File: src/rtl/audio_mixer.sv
// rtl/audio_mixer.sv - sequential NUM_CH-voice PCM mixer with attenuation and saturation
// Optional peak meter: define AUDIO_MIXER_PEAK_EN.
module audio_mixer #(
    parameter int NUM_CH   = 4,
    parameter int SAMPLE_W = 32
) (
    input  logic                         CLOCK_50,
    input  logic                         reset,
    input  logic                         sample_tick,
    input  logic [NUM_CH*SAMPLE_W-1:0]   ch_samples,
    input  logic [NUM_CH-1:0]            ch_enable,
    input  logic [NUM_CH*3-1:0]          ch_atten,
    input  logic [2:0]                   master_shift,
    output logic [SAMPLE_W-1:0]          mix_down,
    output logic                         mix_valid,
    output logic                         busy,
    output logic                         overrun
`ifdef AUDIO_MIXER_PEAK_EN
    ,
    output logic [SAMPLE_W-1:0]          peak
`endif
);

    localparam int IDX_W = $clog2(NUM_CH);
    localparam int ACC_W = SAMPLE_W + $clog2(NUM_CH) + 1;
    localparam logic signed [ACC_W-1:0] SAT_MAX =
        {{(ACC_W-SAMPLE_W+1){1'b0}}, {(SAMPLE_W-1){1'b1}}};
    localparam logic signed [ACC_W-1:0] SAT_MIN =
        {{(ACC_W-SAMPLE_W+1){1'b1}}, {(SAMPLE_W-1){1'b0}}};

    typedef enum logic [1:0] {
        S_IDLE,
        S_ACCUM,
        S_SAT
    } state_t;

    state_t                        state;
    state_t                        state_next;
    logic [NUM_CH*SAMPLE_W-1:0]    snap_samples;
    logic [NUM_CH-1:0]             snap_enable;
    logic [NUM_CH*3-1:0]           snap_atten;
    logic [2:0]                    snap_shift;
    logic signed [ACC_W-1:0]       acc;
    logic [IDX_W-1:0]              idx;

    logic signed [SAMPLE_W-1:0]    cur_sample;
    logic signed [SAMPLE_W-1:0]    cur_shifted;
    logic signed [ACC_W-1:0]       term;
    logic signed [ACC_W-1:0]       acc_shifted;
    logic [SAMPLE_W-1:0]           sat_result;

    always_ff @(posedge CLOCK_50) begin
        if (reset) begin
            state <= S_IDLE;
        end else begin
            state <= state_next;
        end
    end

    always_comb begin
        state_next = state;
        case (state)
            S_IDLE:  if (sample_tick) state_next = S_ACCUM;
            S_ACCUM: if (idx == IDX_W'(NUM_CH-1)) state_next = S_SAT;
            S_SAT:   state_next = S_IDLE;
            default: state_next = S_IDLE;
        endcase
    end

    assign busy = (state != S_IDLE);

    // Per-channel term: attenuate in sample width, then sign-extend into the accumulator.
    always_comb begin
        cur_sample  = snap_samples[idx*SAMPLE_W +: SAMPLE_W];
        cur_shifted = cur_sample >>> snap_atten[idx*3 +: 3];
        term        = '0;
        if (snap_enable[idx]) begin
            term = {{(ACC_W-SAMPLE_W){cur_shifted[SAMPLE_W-1]}}, cur_shifted};
        end
    end

    always_comb begin
        acc_shifted = acc >>> snap_shift;
        sat_result  = acc_shifted[SAMPLE_W-1:0];
        if (acc_shifted > SAT_MAX) begin
            sat_result = SAT_MAX[SAMPLE_W-1:0];
        end else if (acc_shifted < SAT_MIN) begin
            sat_result = SAT_MIN[SAMPLE_W-1:0];
        end
    end

`ifdef AUDIO_MIXER_PEAK_EN
    logic [SAMPLE_W-1:0] sat_mag;

    // The most negative value has no positive twin, so its magnitude pins at full scale.
    always_comb begin
        sat_mag = sat_result;
        if (sat_result[SAMPLE_W-1]) begin
            if (sat_result == SAT_MIN[SAMPLE_W-1:0]) begin
                sat_mag = SAT_MAX[SAMPLE_W-1:0];
            end else begin
                sat_mag = -sat_result;
            end
        end
    end
`endif

    always_ff @(posedge CLOCK_50) begin
        if (reset) begin
            snap_samples <= '0;
            snap_enable  <= '0;
            snap_atten   <= '0;
            snap_shift   <= '0;
            acc          <= '0;
            idx          <= '0;
            mix_down     <= '0;
            mix_valid    <= 1'b0;
            overrun      <= 1'b0;
`ifdef AUDIO_MIXER_PEAK_EN
            peak         <= '0;
`endif
        end else begin
            mix_valid <= 1'b0;
            case (state)
                S_IDLE: begin
                    if (sample_tick) begin
                        snap_samples <= ch_samples;
                        snap_enable  <= ch_enable;
                        snap_atten   <= ch_atten;
                        snap_shift   <= master_shift;
                        acc          <= '0;
                        idx          <= '0;
`ifdef AUDIO_MIXER_PEAK_EN
                        if (master_shift == 3'd7 && ch_enable == '0) begin
                            peak <= '0;
                        end
`endif
                    end
                end
                S_ACCUM: begin
                    acc <= acc + term;
                    idx <= idx + 1'b1;
                    if (sample_tick) overrun <= 1'b1;
                end
                S_SAT: begin
                    mix_down  <= sat_result;
                    mix_valid <= 1'b1;
`ifdef AUDIO_MIXER_PEAK_EN
                    if (sat_mag > peak) peak <= sat_mag;
`endif
                    if (sample_tick) overrun <= 1'b1;
                end
                default: ;
            endcase
        end
    end

endmodule

File: config.mk
export PLATFORM = sky130hd
export DESIGN_NAME = audio_mixer
export DESIGN_NICKNAME = d
export VERILOG_FILES = /design/src/rtl/audio_mixer.sv
export SDC_FILE = /design/constraint.sdc
export NUM_CORES = 1
export LEC_CHECK = 0
export CAP_MARGIN = 20
export CORE_UTILIZATION = 35
export CTS_BUF_LIST = sky130_fd_sc_hd__clkbuf_4 sky130_fd_sc_hd__clkbuf_8 sky130_fd_sc_hd__clkbuf_16
export CTS_CLUSTER_DIAMETER = 200
export CTS_CLUSTER_SIZE = 40
export DETAILED_ROUTE_END_ITERATION = 12
export PLACE_DENSITY = 0.59
export SYNTH_ARGS = -nofsm -noshare
export SYNTH_HDL_FRONTEND = slang
export SYNTH_SLANG_ARGS = --single-unit
File: constraint.sdc
create_clock -name CLOCK_50 -period 6.02 [get_ports CLOCK_50]
set_clock_uncertainty 0.15 [all_clocks]
set_input_delay 1.204 -clock CLOCK_50 [delete_from_list [all_inputs] [get_ports CLOCK_50]]
set_output_delay 1.204 -clock CLOCK_50 [all_outputs]
set_load 0.005 [all_outputs]
# Word-level counts from Yosys, hierarchy flattened
# Index checks and enable logic that the tools add are counted.
dict set report totals {
  input_bits 150
  register_bits 220
  latch_bits 0
  memories 0
  out_inout_bits 35
  ramBits 0
  romBits 0
  word_cells 46
}
dict set report op_classes {
  order_cmp 3
  reduce_logical 8
  n_eq_ne 5
  shifts 4
  n_mux 13
  multipliers 1
  n_bitwise 0
  div 0
  addsub 2
}
# operator n
set ops {}
lappend ops {{indexed part select 128 x 8 -> 32 bit} 1}
lappend ops {{2-to-1 mux 35 bit} 2}
lappend ops {{one-hot mux 35 bit (2 select lines)} 1}
lappend ops {{2-to-1 mux 32 bit} 2}
lappend ops {{adder 35 bit} 1}
lappend ops {{greater-than comparator 35 x 32 -> 1 bit, second input constant} 1}
lappend ops {{less-than comparator 35 x 32 -> 1 bit, second input constant} 1}
lappend ops {{>>> shifter 35 x 3 -> 35 bit} 1}
lappend ops {{>>> shifter 32 x 3 -> 32 bit} 1}
lappend ops {{indexed part select 12 x 5 -> 3 bit} 1}
lappend ops {{one-hot mux 2 bit (2 select lines)} 2}
lappend ops {{AND reduction 2 bit} 4}
lappend ops {{2-to-1 mux 2 bit} 3}
lappend ops {{equality test 2 bit, second input constant} 2}
lappend ops {{multiplier 2 x 2 -> 4 bit, second input constant} 1}
lappend ops {{!= test 2 bit, second input constant} 2}
lappend ops {{nonzero test 2 bit} 2}
lappend ops {{less-than comparator 2 x 3 -> 1 bit, second input constant} 1}
lappend ops {{adder 2 x 1 -> 2 bit, second input constant} 1}
lappend ops {{binary-select mux 1 bit (select 2 bit)} 1}
lappend ops {{equality test 2 x 1 -> 1 bit, second input constant} 1}
lappend ops {{zero test 2 bit} 1}
lappend ops {{2-to-1 mux 1 bit} 2}
lappend ops {{OR reduction 2 bit} 1}

# Logic depth before layout (Yosys ltp)
# Gate-level depths: netlist (run 1).
dict set report depth {
  ltp_word 6
  mapped_depth 20
  ltp_nobuf 17
}

# Worst setup path before layout (run 1)
# No wires, ideal clock.
dict set report synth_path {
  path_type {reg2reg}
  from {register idx[0]}
  to {register acc[32]}
  stages_incl_launch_ff 20
  required_ps 5746
  period_less_slack_ps 4822
  path_buffers 2
  slack_ps 1198
  t_arrival_ps 4547
  setup_ps 124
  cell_sequence {dfxtp_1 buf_2 buf_2 mux4_2 mux2_2 nand2_1 o21ai_0 nand2_1 a21oi_1 ha_1 fa_1 a21o_1 a221o_1 a311o_1 a211o_1 a31oi_1 o21bai_1 a31oi_1 xor2_1 o21ai_1}
}
dict set report synth_via {
  elab_chain_len 6
  elab_cells_between_ends 9
  cone_classes {1 x add/sub; 1 x mul; 3 x shift; 4 x mux}
}
# item line_no
set synth_lines {}
lappend synth_lines {{start, declared} 44} ;# logic [IDX_W-1:0] idx;
lappend synth_lines {{start signal, assigned} 142} ;# idx <= idx + 1'b1;
lappend synth_lines {{multiplier 2 x 2 -> 4 bit} 75} ;# cur_shifted = cur_sample >>> snap_atten[idx*3 +: 3];
lappend synth_lines {{indexed part select 12 x 5 -> 3 bit} 75}
lappend synth_lines {{>>> shifter 32 x 3 -> 32 bit} 75}
lappend synth_lines {{2-to-1 mux 35 bit (*)} 77} ;# if (snap_enable[idx]) begin
lappend synth_lines {{adder 35 bit (*)} 141} ;# acc <= acc + term;
lappend synth_lines {{one-hot mux 35 bit (2 select lines) (*)} 124} ;# case (state)
lappend synth_lines {{end signal, assigned} 141}
lappend synth_lines {{end, declared} 43} ;# logic signed [ACC_W-1:0] acc;
# Every way passes the cells marked *; elsewhere a longest branch is shown, timed or not. The select of a mux whose other input is x is not followed.
# A chain may end at the register's enable or synchronous reset.

# Final worst setup path (run 1)
# Ends and elaborated chain as after synthesis.

==> results of run 1 <==
-- metal layers --
metal  vias up  part of all wire (%)  global-route usage, %
li1       5532                     -                      -
met1      5171                    48                   27.1
met2       241                    46                   32.3
met3        47                   3.7                   2.20
met4         0                   2.6                   5.58
met5         -                     0                      0
-- worst reg2reg max path, stage by stage (launching register included) --
cell and delay (ns):
dfxtp_2 0.36, buf_4 0.59, mux4_2 0.66, mux2_2 0.29, nand2_1 0.07, o21ai_0 0.08, nand2_1 0.08, a21oi_1 0.07
ha_1 0.23, fa_1 0.42, a21o_1 0.22, a221o_1 0.35, a311o_1 0.46, a211o_1 0.35, a31oi_1 0.20, o21bai_1 0.13
a31oi_1 0.21, xor2_1 0.16, o21ai_1 0.06
-- logic make-up (layout without fill, tap and decap cells) --
logic type,after synthesis,after routing,synth area share [%]
simple gates,552,552,17.9
compound gates,382,382,17.4
flops,220,220,35.6
mux,186,186,18.9
buf+inv,132,226,4.05
fa+ha+maj,39,39,4.00
xor+xnor,30,30,2.12
-- final timing paths --
path | slack, ns | to | startpoint
hold / removal | 0.31 | snap_samples[103] | snap_samples[103]
setup / recovery | 0.78 | acc[32] | idx[0]
setup reg to reg | 0.78 | acc[32] | idx[0]
hold reg to reg | 0.31 | snap_samples[103] | snap_samples[103]
-- sequential cells by signal (all words and copies together) (netlist names) --
name          flops
snap_samples    128
acc              35
mix_down         32
snap_atten       12
snap_enable       4
snap_shift        3
idx               2
state             2
mix_valid         1
overrun           1
-- power groups by stage --
stage / Sequential [mW] / Clock, mW / Combinational [mW]
after global placement: 1.60 / 0 / 0.553
after CTS: 1.57 / 0.780 / 0.559
after global routing: 1.58 / 0.827 / 0.614
final: 1.57 / 0.750 / 0.556
after floorplan: 1.58 / 0 / 0.365
after detailed placement: 1.60 / 0 / 0.558
-- cell type report --
type | count | area (µm²)
Timing Repair Buffer | 201 | 1980
Clock inverter | 1 | 20.0
Multi-Input combinational cell | 1189 | 7480
Tap cell | 455 | 569
Clock buffer | 9 | 225
Fill cell | 3474 | 19900
Inverter | 15 | 56.3
Sequential cell | 220 | 4410
-- metrics by stage --
stage | hold WS, ns | utilization, % | instances
after global placement | 0.289 | 41.8 | 2079
after global routing | 0.325 | 42.6 | 2090
after floorplan | 0.283 | - | 1541
after detailed placement | 0.296 | 41.8 | 2079
after CTS | 0.312 | 42.5 | 2089
final | 0.308 | 42.6 | 2090
-- cells in the final DEF, fill, tap and decap left out, types with 4 or more instances in the layout --
cell type	n
xnor2_1	13
a21o_1	23
inv_1	15
nand2b_1	6
clkbuf_16	9
xor2_1	17
o21a_1	11
nor2_1	76
and3_1	6
nor2b_1	6
a211oi_1	7
nand2_1	398
a31oi_1	12
mux4_2	35
ha_1	38
and2_1	4
nand3_1	8
or3_1	4
o211ai_1	4
a21oi_1	251
a22oi_1	13
mux2i_1	116
clkdlybuf4s50_1	183
buf_4	16
nor3_1	34
o21ai_0	40
dfxtp_2	4
mux2_2	35
dfxtp_1	216
==> impl_metrics.ini, run 1 <==
[global_routing]
antenna_found_initial = 0
grt_pass1_wl_um = 57400
grt_overflow_total = 0
grt_usage_pct = 19.7
grt_pass1_vias = 10970
grt_max_degree = 103

[critical_path]
worstRegToRegCells = 18
cp.depth = 18
critPathKind = reg -> reg
arrival_ns = 5.47
critPathBufInv = 1
worstPathCellList = buf_4, mux4_2, mux2_2, nand2_1, o21ai_0, nand2_1, a21oi_1, ha_1, fa_1, a21o_1, a221o_1, a311o_1, a211o_1, a31oi_1, o21bai_1, a31oi_1, xor2_1, o21ai_1
cp_top_family = compound AO/OA/AOI/OAI gates
path_max_fanout = 39
cpPeakStageDelay_ns = 0.60
critPathSlowestCell = mux4_2
worstPathRequired_ns = 6.25
worst_setup_path_end_kind = flop
worst_setup_path_start_kind = flop

[detailed_routing]
dr_total_vias = 10991
firstDrtPassIters = 5
drt_iter0_drc = 678
wirelength_um = 35500
wl_per_cell_um = 17.0
drcViolationCount = 0
vias_per_cell = 5.26
final_antenna_net_count = 0

[sta]
timing.fmax_mhz = 191
relSlewSlack_pct = 32.0
fin_setup_tns_ns = 0
layout_setup_ws_ns = 0.783
fin_crit_sh_pct = 87.0
rsz0062_at_grt = no
period_needed_ns = 5.24
drv_slew = 0
hold_violations = 0
setup_viol = 0
worstMarginPinSlew_ns = 1.02

[floorplanning]
io_pins = 185
dieArea_um2 = 36100
start_util_pct = 35.7
placementRows = 68
die_x_um = 190
dieHeight_um = 190
core_area_um2 = 34600

[synthesis]
yosys_register_bits = 220
ys_types = 47
synth_enable_flop_cells = 0
synth_commonest_cells = nand2_1, a21oi_1, dfxtp_1
synth_cells = 1541
synth.most_common_cell = nand2_1
yosys.area.top_type = dfxtp_1
ys_top_cells_by_area = dfxtp_1, nand2_1, a21oi_1
synth_nets = 1730
syn_area_um2 = 12400
syn_area_per_cell_um2 = 8.03
async_flop_share_pct = 0
seq_area_frac_synth_pct = 35.6
synth.top_cell.area_share_pct = 35.6
synth_warnings = 0
synth_flop_cell = dfxtp_1

[placed_design]
post_dp_cell_area_um2 = 14500
place_congestion = 0.893
dp_slack_ns = 0.805
dp_hpwl_um = 26600
io_buffer_count = 184

[clock_tree]
cts.reportedPaths.clkPinSlew_ns = 0.15
cts.sinks = 220
cts_root_buf = clkbuf_16
cts_hold_buf = 0
cts_htree_levels = 1
cts_tree = done
cts_buffers = 9
clkLatencyLatePin_ns = 0.49
post-cts-setup-buffers = 0
cts_resized = 0
cts_max_path_buffers = 3

[min_path]
min_path_type = reg -> reg
hold_depth = 2

[finish]
drive_gt1_share_pct = 6.73
final_cell_area_um2 = 14700
area_growth_pct = 19.2
antenna_cells = 0
nets = 1825

[job]
drv_cap = 0

[power]
p_switching_uw = 816
power_frac_comb_pct = 19.3
peakVddDrop_mv = 0.176
total_power_mw = 2.87
power.internal_mw = 2.06
seq_power_share_pct = 54.6
powerDensity_nw_per_um2 = 195
clockPowerShare_pct = 26.1
p_leak_nw = 5.44
p_sw_share_pct = 28.4

[outcome]
status = finished, final reports clean
(Power assumes the default switching activity.)
==> inputs of run 2 (changes only) <==
==> constraint.sdc (replaced) <==
create_clock -name CLOCK_50 -period 6 [get_ports CLOCK_50]
set_clock_uncertainty 0.15 [all_clocks]
set_input_delay 1.2 -clock CLOCK_50 [delete_from_list [all_inputs] [get_ports CLOCK_50]]
set_output_delay 1.2 -clock CLOCK_50 [all_outputs]
set_load 0.005 [all_outputs]
==> impl_metrics.ini, run 2 (synthesis results as in run 1) <==
[finish]
final_cell_area_um2 = 14700
antenna_cells = 0
layout.cells.non_filler = 2090
top_register = snap_samples
drive_gt1_share_pct = 6.73
final_common_cell = nand2_1
area_growth_pct = 19.1
biggestRegsByFlops = snap_samples (128), acc (35), mix_down (32)
fillers = 3517
seq_area_um2 = 4410
nets = 1825
multi_input_area_um2 = 7480
layout_common_cells = nand2_1, a21oi_1, dfxtp_1, clkdlybuf4s50_1, mux2i_1
largest_reg_flops = 128

[sta]
relSlewSlack_pct = 32.9
fin_setup_tns_ns = 0
rsz0062_at_grt = no
worstMarginPinSlew_ns = 1.01
drv_slew = 0
timing.fmax_mhz = 190
fin_crit_sh_pct = 87.7
setup_viol = 0
period_needed_ns = 5.26
hold_violations = 0

[global_routing]
grt_overflow_total = 0
grt_pass1_wl_um = 56900
grt_usage_pct = 19.6
antenna_found_initial = 0
grt_max_degree = 103
grt_pass1_vias = 10855

[clock_tree]
cts_root_buf = clkbuf_16
clkLatencyLatePin_ns = 0.49
cts_hold_buf = 0
post-cts-setup-buffers = 0
cts_max_path_buffers = 3
cts_buffers = 9
cts_htree_levels = 1
cts_tree = done
cts.sinks = 220
cts.reportedPaths.clkPinSlew_ns = 0.14
cts_resized = 0

[power]
power.internal_mw = 2.07
p_sw_share_pct = 28.5
powerDensity_nw_per_um2 = 196
peakVddDrop_mv = 0.181
clockPowerShare_pct = 26.1
power_frac_comb_pct = 19.3
p_switching_uw = 822
seq_power_share_pct = 54.5
p_leak_nw = 5.44

[critical_path]
critPathCapture = acc[28]
worst_setup_path_start_kind = flop
arrival_ns = 5.48
path_max_fanout = 39
critPathKind = reg -> reg
worstPathRequired_ns = 6.22
critPathSlowestCell = mux4_2
crit_start = idx[0]
worst_setup_path_end_kind = flop
cp_top_family = compound AO/OA/AOI/OAI gates
cp.depth = 16
rrSetupSlack_ns = 0.74
worstRegToRegCells = 16
critPathBufInv = 1
worstPathCellList = buf_4, mux4_2, mux2i_1, nand2_1, a21oi_1, ha_1, fa_1, a21o_1, a221o_1, a311o_1, a21oi_1, o21a_1, o21a_1, o21ai_0, xnor2_1, o21ai_0
reg2reg_from = idx[0]
r2r_end = acc[28]
cpPeakStageDelay_ns = 0.85

[floorplanning]
dieArea_um2 = 36100
io_pins = 185
core_area_um2 = 34600
placementRows = 68
dieHeight_um = 190
start_util_pct = 35.7
die_x_um = 190

[job]
drv_cap = 0

[detailed_routing]
dr_total_vias = 11085
wirelength_um = 35600
vias_per_cell = 5.30
wl_per_cell_um = 17.0
drt_iter0_drc = 680
firstDrtPassIters = 5
drcViolationCount = 0
final_antenna_net_count = 0

[placed_design]
post_dp_cell_area_um2 = 14500
place_congestion = 0.886
placed_cells = 2079
dp_hpwl_um = 26600
io_buffer_count = 184

[min_path]
min_path_type = reg -> reg

[outcome]
status = finished, final reports clean
==> run 2: cell counts in the layout (fill, tap and decap cells not counted) <==
Identical to the previous run, type by type.
==> run 2: worst min-delay path by stage <==
stage	startpoint	cells after the start	end	slack, ns
after floorplan	snap_atten[5]	2	snap_atten[5]	0.28
after CTS	snap_samples[41]	2	snap_samples[41]	0.31
final	snap_samples[10]	2	snap_samples[10]	0.31
after global routing	snap_samples[102]	2	snap_samples[102]	0.33
after detailed placement	snap_samples[102]	2	snap_samples[102]	0.29
after global placement	snap_samples[10]	2	snap_samples[10]	0.29
==> run 2: layout make-up <==
cell class,count,share of cell area [%]
Tap cell,455,3.86
Clock buffer,9,1.53
Multi-Input combinational cell,1189,50.8
Clock inverter,1,0.136
Inverter,15,0.382
Sequential cell,220,29.9
Timing Repair Buffer,201,13.4
==> run 2: power groups by stage <==
stage / clock network, mW / registers [mW] / logic [mW]
after CTS: 0.777 / 1.57 / 0.561
after floorplan: 0 / 1.59 / 0.367
final: 0.755 / 1.57 / 0.559
after global placement: 0 / 1.60 / 0.555
after detailed placement: 0 / 1.61 / 0.559
after global routing: 0.823 / 1.58 / 0.617
==> run 2: layer usage <==
layer | GRT usage [%] | part of all wire (%) | vias to the layer above
met5 | 0 | 0 | -
met4 | 4.56 | 1.9 | 0
met3 | 2.43 | 4.4 | 38
met2 | 32.4 | 47 | 257
met1 | 26.9 | 47 | 5262
li1 | - | - | 5528
==> run 2: through the flow <==
step                worst slack [ns]  total power [mW]  hold WS, ns  util (%)
global route                   0.354              3.02        0.330      42.6
CTS                            0.733              2.91        0.313      42.5
finish                         0.740              2.89        0.312      42.6
floorplan                       1.18              1.95        0.283         -
global placement               0.739              2.16        0.289      41.8
detailed placement             0.731              2.17        0.295      41.8
==> run 2: worst reg2reg max path, stage by stage, from the launching register on <==
cell	delay (ns)
dfxtp_2	0.36
buf_4	0.61
mux4_2	0.88
mux2i_1	0.23
nand2_1	0.09
a21oi_1	0.07
ha_1	0.22
fa_1	0.41
a21o_1	0.21
a221o_1	0.35
a311o_1	0.46
a21oi_1	0.32
o21a_1	0.23
o21a_1	0.17
o21ai_0	0.13
xnor2_1	0.17
o21ai_0	0.08
